$ cat src/rtl/fsm_if.sv
// ---------------------------------------------------------------------------
// fsm_if -- fare-gate handshake bundle.
//
// Groups the card-reader inputs and the gate/display outputs of the fare-gate
// controller so they travel as one port.
//   nfc          card-tap event, high for at least one cycle per tap
//   card_active  tapped card is valid (sampled with nfc)
//   fund_enough  tapped card balance covers the fare (sampled with nfc)
//   maintenance  gate out of service while high
//   open         gate door open command
//   reduce_bal   one-cycle fare-deduction strobe
//   disp         display code: 00 ready/maint, 01 invalid, 10 low funds, 11 open
//
// Modports: master drives the reader inputs and observes the gate outputs;
// slave is the gate controller.
// ---------------------------------------------------------------------------
interface fsm_if;
   logic       nfc;
   logic       card_active;
   logic       fund_enough;
   logic       maintenance;
   logic       open;
   logic       reduce_bal;
   logic [1:0] disp;

   modport master (
      output nfc, card_active, fund_enough, maintenance,
      input  open, reduce_bal, disp
   );

   modport slave (
      input  nfc, card_active, fund_enough, maintenance,
      output open, reduce_bal, disp
   );
endinterface

$ cat src/rtl/fsm.sv
// ---------------------------------------------------------------------------
// fsm -- fare-gate controller (Moore machine).
//
// A tap in IDLE is classified as invalid card, insufficient funds or
// accepted. An accepted tap opens the gate for OPEN_CYCLES cycles and strobes
// reduce_bal once; a rejected tap shows an error code for ERR_CYCLES cycles.
// maintenance overrides everything and parks the gate closed in MAINT.
//
// Ports:
//   clk    sole clock, rising edge
//   rst_n  asynchronous active-low reset
//   bus    fsm_if.slave -- reader inputs in, open/reduce_bal/disp out
//
// Outputs are held in flops written alongside the state, so they change
// only on a clock edge (or immediately on reset) and never glitch with the
// asynchronous reader inputs.
// ---------------------------------------------------------------------------
module fsm #(
   parameter int unsigned OPEN_CYCLES = 4,
   parameter int unsigned ERR_CYCLES  = 4
) (
   input  logic  clk,
   input  logic  rst_n,
   fsm_if.slave  bus
);

   // Counter holds (cycles - 1) at entry and counts down to zero, so a state
   // lasts exactly N cycles.
   localparam int unsigned MAX_CYC = (OPEN_CYCLES > ERR_CYCLES) ? OPEN_CYCLES : ERR_CYCLES;
   localparam int          CW      = (MAX_CYC > 1) ? $clog2(MAX_CYC) : 1;

   localparam logic [CW-1:0] OPEN_LOAD = CW'(OPEN_CYCLES - 1);
   localparam logic [CW-1:0] ERR_LOAD  = CW'(ERR_CYCLES - 1);
   localparam logic [CW-1:0] CNT_ONE   = CW'(1);

   localparam logic [1:0] DISP_READY = 2'b00;
   localparam logic [1:0] DISP_INV   = 2'b01;
   localparam logic [1:0] DISP_FUND  = 2'b10;
   localparam logic [1:0] DISP_OPEN  = 2'b11;

   typedef enum logic [2:0] {
      S_IDLE     = 3'd0,
      S_OPEN     = 3'd1,
      S_ERR_INV  = 3'd2,
      S_ERR_FUND = 3'd3,
      S_MAINT    = 3'd4
   } state_t;

   state_t        state;
   logic [CW-1:0] cnt;
   logic          open_q;
   logic          reduce_bal_q;
   logic [1:0]    disp_q;

   // NOTE: all state, counter and output flops use non-blocking assignments
   // so every register samples the pre-edge values of the others.
   always_ff @(posedge clk or negedge rst_n) begin
      if (!rst_n) begin
         state        <= S_IDLE;
         cnt          <= '0;
         open_q       <= 1'b0;
         reduce_bal_q <= 1'b0;
         disp_q       <= DISP_READY;
      end else begin
         // The deduction strobe is only ever raised on the IDLE->OPEN edge.
         reduce_bal_q <= 1'b0;

         if (bus.maintenance) begin
            // Highest priority from every state, including a running OPEN.
            state  <= S_MAINT;
            cnt    <= '0;
            open_q <= 1'b0;
            disp_q <= DISP_READY;
         end else begin
            unique case (state)
               S_IDLE: begin
                  if (bus.nfc) begin
                     if (!bus.card_active) begin
                        // An invalid card is reported regardless of balance.
                        state  <= S_ERR_INV;
                        cnt    <= ERR_LOAD;
                        disp_q <= DISP_INV;
                     end else if (!bus.fund_enough) begin
                        state  <= S_ERR_FUND;
                        cnt    <= ERR_LOAD;
                        disp_q <= DISP_FUND;
                     end else begin
                        state        <= S_OPEN;
                        cnt          <= OPEN_LOAD;
                        open_q       <= 1'b1;
                        reduce_bal_q <= 1'b1;
                        disp_q       <= DISP_OPEN;
                     end
                  end
               end

               // Reader inputs are ignored while busy; only the timer matters.
               S_OPEN, S_ERR_INV, S_ERR_FUND: begin
                  if (cnt == '0) begin
                     state  <= S_IDLE;
                     open_q <= 1'b0;
                     disp_q <= DISP_READY;
                  end else begin
                     cnt <= cnt - CNT_ONE;
                  end
               end

               // maintenance is already known low here: leave on this edge.
               S_MAINT: begin
                  state  <= S_IDLE;
                  cnt    <= '0;
                  open_q <= 1'b0;
                  disp_q <= DISP_READY;
               end

               // NOTE: the three unused encodings fall back to IDLE so a
               // corrupted state register recovers within one edge.
               default: begin
                  state  <= S_IDLE;
                  cnt    <= '0;
                  open_q <= 1'b0;
                  disp_q <= DISP_READY;
               end
            endcase
         end
      end
   end

   assign bus.open       = open_q;
   assign bus.reduce_bal = reduce_bal_q;
   assign bus.disp       = disp_q;

endmodule

$ cat src/flat_wrapper.sv
// flat-port wrapper written by rule: the top's interface ports become plain ports
module fsm_flat 
#(
   parameter int unsigned OPEN_CYCLES = 4,
   parameter int unsigned ERR_CYCLES  = 4
)
  (clk, rst_n, bus_nfc, bus_card_active, bus_fund_enough, bus_maintenance, bus_open, bus_reduce_bal, bus_disp);
  fsm_if bus_i ();
  input  logic clk;
  input  logic rst_n;
  input wire logic [$bits(bus_i.nfc)-1:0] bus_nfc;
  input wire logic [$bits(bus_i.card_active)-1:0] bus_card_active;
  input wire logic [$bits(bus_i.fund_enough)-1:0] bus_fund_enough;
  input wire logic [$bits(bus_i.maintenance)-1:0] bus_maintenance;
  output wire logic [$bits(bus_i.open)-1:0] bus_open;
  output wire logic [$bits(bus_i.reduce_bal)-1:0] bus_reduce_bal;
  output wire logic [$bits(bus_i.disp)-1:0] bus_disp;
  assign bus_i.nfc = bus_nfc;
  assign bus_i.card_active = bus_card_active;
  assign bus_i.fund_enough = bus_fund_enough;
  assign bus_i.maintenance = bus_maintenance;
  assign bus_open = bus_i.open;
  assign bus_reduce_bal = bus_i.reduce_bal;
  assign bus_disp = bus_i.disp;
  fsm #(.OPEN_CYCLES(OPEN_CYCLES), .ERR_CYCLES(ERR_CYCLES)) u_core (.clk(clk), .rst_n(rst_n), .bus(bus_i));
endmodule
$ cat config.mk
export PLATFORM = sky130hd
export DESIGN_NAME = fsm_flat
export DESIGN_NICKNAME = d
export VERILOG_FILES = /design/src/rtl/fsm_if.sv /design/src/rtl/fsm.sv /design/src/flat_wrapper.sv
export SDC_FILE = /design/constraint.sdc
export NUM_CORES = 1
export LEC_CHECK = 0
export BUFFER_PORTS_ARGS = -buffer_cell sky130_fd_sc_hd__clkbuf_2
export CELL_PAD_IN_SITES_DETAIL_PLACEMENT = 0
export CELL_PAD_IN_SITES_GLOBAL_PLACEMENT = 1
export CORE_AREA = 2 2 39 41
export CTS_BUF_LIST = sky130_fd_sc_hd__clkbuf_4 sky130_fd_sc_hd__clkbuf_8
export DETAILED_ROUTE_END_ITERATION = 12
export DIE_AREA = 0 0 41 43
export GPL_TIMING_DRIVEN = 0
export PLACE_DENSITY = 0.61
export SKIP_CTS_REPAIR_TIMING = 1
export SYNTH_ARGS = -nofsm -noshare
export SYNTH_HDL_FRONTEND = slang
export SYNTH_SLANG_ARGS = --single-unit
$ cat constraint.sdc
create_clock -name clk -period 3.4 [get_ports clk]
set_input_delay 0.68 -clock clk [delete_from_list [all_inputs] [get_ports clk]]
set_output_delay 0.68 -clock clk [all_outputs]
set_load 0.05 [all_outputs]
==> metrics.txt <==
critical path's slowest cell=dfrtp_1; CP arrival=1080 ps; outcome=finished clean; cts bufs inserted=3; synthesis-stage register bit count=8; Hold Path Class=primary input to async pin; DR iter-0 viols=5; antenna violations before repair=0; max frequency=between 500 and 600 MHz; Power, Total=0.2003 mW; Max VDD drop=between 0.2 and 0.25 mV; Critical Path Fanout Max=7; IO Pins=10; synth top area cells=dfrtp_1, a21oi_1, a32oi_1; critical path endpoint category=output port; Total GRT Usage=approximately a tenth; Post-synth top cells=dfrtp_1, a21oi_1, nor2_1; reg2reg end=u_core.cnt[1]$_DFFE_PN0P_; Synth Warn #=0; Nets=~60; Max H-tree Level=1; dominant cell type by area after synthesis=dfrtp_1; Register-to-Register Path Depth=5; Die H=43 um; Simple-Gate Fraction of Synth Area=between 10% and 20%; Async S/R FF share, synth=100.0%; critical path class=flop to output port; synthesized area=~370 sq um; DP HPWL=about 500 um; via count=just over 300; Crit path largest cell delay=430 ps; setup TNS=0 ps; most frequent cell after synthesis=dfrtp_1; Inserted Diodes=0; last element of the critical path=bus_disp[1]; CTS Buffer Depth=2; final slew viol count=0; wire length after detailed routing=about 640 um; CTS tree=built; vias in the first global route=290; crit path from=u_core.state[0]$_DFFE_PN0P_; first-pass GRT wire length=around 1100 um; GR Overflow Total=0; DIE WIDTH=~41 um; Final setup violation count=0; critical path depth in cells=2; row count=14; Post-Synth Adder-Cell Area=under 10%; Avg Vias per Cell=4.636; clk_skew=6.232 ps; worst r2r src=u_core.cnt[0]$_DFFE_PN0P_; layout cells sized above 1=about 28%; Post-synth EDFFs=0; Post-Syn Nets=between 40 and 50; # clock sinks=8; fin crit period=between 1500 and 2000 ps; Max-slew headroom=80.63%; Least-Margin Pin Slew=290.6 ps; CP startpoint kind=flop; largest net degree at the start of global routing=9; PortBufs=9; cell family with most CP delay=flip-flops; CTS Root Buffer Type=clkbuf_4; dominant synthesized flop cell=dfrtp_1; syn avg cell area=9.713 sq um; Die ar.=0.001763 sq mm; P_leak=about 0.22 nW; complex-gate fraction of the synthesized area=slightly below 20%; CP Buf/Inv Count=2; maxcap violations=0; unrepaired setup endpoints after global routing=false; Final ANT Viol Nets=0; Initial Utilization=a little over a quarter; worst-path cell chain=buf_4, clkbuf_2; worst-skew pair later-pin latency=250 ps; multiplexer area fraction after synthesis=0%; Mapped Cells=38; Placer Congestion=~0.65; P&R area growth vs syn=23.73%; post-synth top area share=54.24%; Seq/Total Area, Yosys=between 50% and 60%; Core Area=around 0.0014 sq mm; WP data required=approximately 2700 ps; Pwr Density=between 400 and 500 mW/mm^2; Synth Area in XOR/XNOR=0%; number of distinct library cells after synthesis=19; Avg WL per Cell=9.621 um; # DRC=0; clk slew on worst S/H paths=approximately 50 ps; largest family of logic cells by synthesized area=compound AO/OA/AOI/OAI gates; DR pass1 iterations=2; flop-to-flop setup slack=around 2200 ps; Fin. Hold Viols=0; part of the cycle the worst path needs=between 50% and 60%
==> cells in the final DEF (no fill, tap or decap), types with 2 or more instances in the layout <==
cell,netlist,routed
nand2_1,2,2
a32oi_1,2,2
inv_1,3,3
clkbuf_1,2,2
nor2_1,4,4
a211oi_1,2,2
clkbuf_2,0,9
clkbuf_4,0,3
a21oi_1,4,4
dfrtp_1,8,8
==> final cells by class <==
| type | instances | area [sq um] |
|---|---|---|
| timing repair buffer | 9 | 45.04 |
| clock buffer | 3 | 22.52 |
| inverter | 3 | 11.26 |
| tap | 16 | 20.02 |
| buffer | 3 | 15.01 |
| fill | 157 | 927.1 |
| multi-input combinational | 24 | 142.6 |
| sequential | 8 | 200.2 |
==> through the flow <==
step,setup WS [ps],hold slack [ps],cells,util [%],instance area [sq um]
floorplan,2096,384.4,38,-,369.1
CTS,1617,265.1,66,33.00,456.7
global placement,1892,484.8,63,31.37,434.2
finish,1638,263.0,66,33.00,456.7
detailed placement,1893,482.5,63,31.37,434.2
global route,1549,264.0,66,33.00,456.7
==> state kept, by name (all words and copies together), names as in the netlist <==
name / cells
u_core.bus.disp: 1
u_core.bus.open: 1
u_core.bus.reduce_bal: 1
u_core.cnt: 2
u_core.state: 3
==> report_power, final <==
group | total [mW] | internal (mW) | switching, mW
Sequential | 0.102 | 0.0991 | 0.00275
Clock | 0.0701 | 0.0402 | 0.0299
Combinational | 0.0284 | 0.0109 | 0.0174
Total | 0.200 | 0.150 | 0.0500
==> worst register-to-register path: cells and delay by family, from the launching register on <==
| family | cells | cell delay (ps) |
|---|---|---|
| AO/OA/AOI/OAI | 3 | 480 |
| flip-flops | 1 | 370 |
| adder cells (fa/ha/maj) | 1 | 220 |
| buffers and inverters | 1 | 50 |
==> per-layer routing <==
metal	up-vias	track usage [%]	part of all wire [%]
li1	157	-	-
met1	141	12.62	49
met2	6	14.06	44
met3	2	1.571	3.3
met4	0	8.000	3.0
met5	-	0	0
==> cells by family (layout without fill, tap and decap cells) <==
logic type	after synthesis	after routing
AOI/OAI and AO/OA	11	11
adders and majority gates	1	1
buffers and inverters	6	18
DFF	8	8
and+or+nand+nor	12	12
==> how the worst min path moves through the flow <==
| stage | to | startpoint | cells after the start | slack, ps |
|---|---|---|---|---|
| after floorplan | u_core.bus.disp[0]$_DFFE_PN0P_ | rst_n | 0 | 380 |
| after CTS | u_core.bus.reduce_bal$_DFF_PN0_ | rst_n | 1 | 270 |
| final | u_core.bus.reduce_bal$_DFF_PN0_ | rst_n | 1 | 260 |
| after detailed placement | u_core.cnt[0]$_DFFE_PN0P_ | u_core.cnt[0]$_DFFE_PN0P_ | 1 | 480 |
| after global routing | u_core.bus.reduce_bal$_DFF_PN0_ | rst_n | 1 | 260 |
| after global placement | u_core.cnt[0]$_DFFE_PN0P_ | u_core.cnt[0]$_DFFE_PN0P_ | 1 | 480 |
No activity file was read; power rests on OpenSTA's default activity.
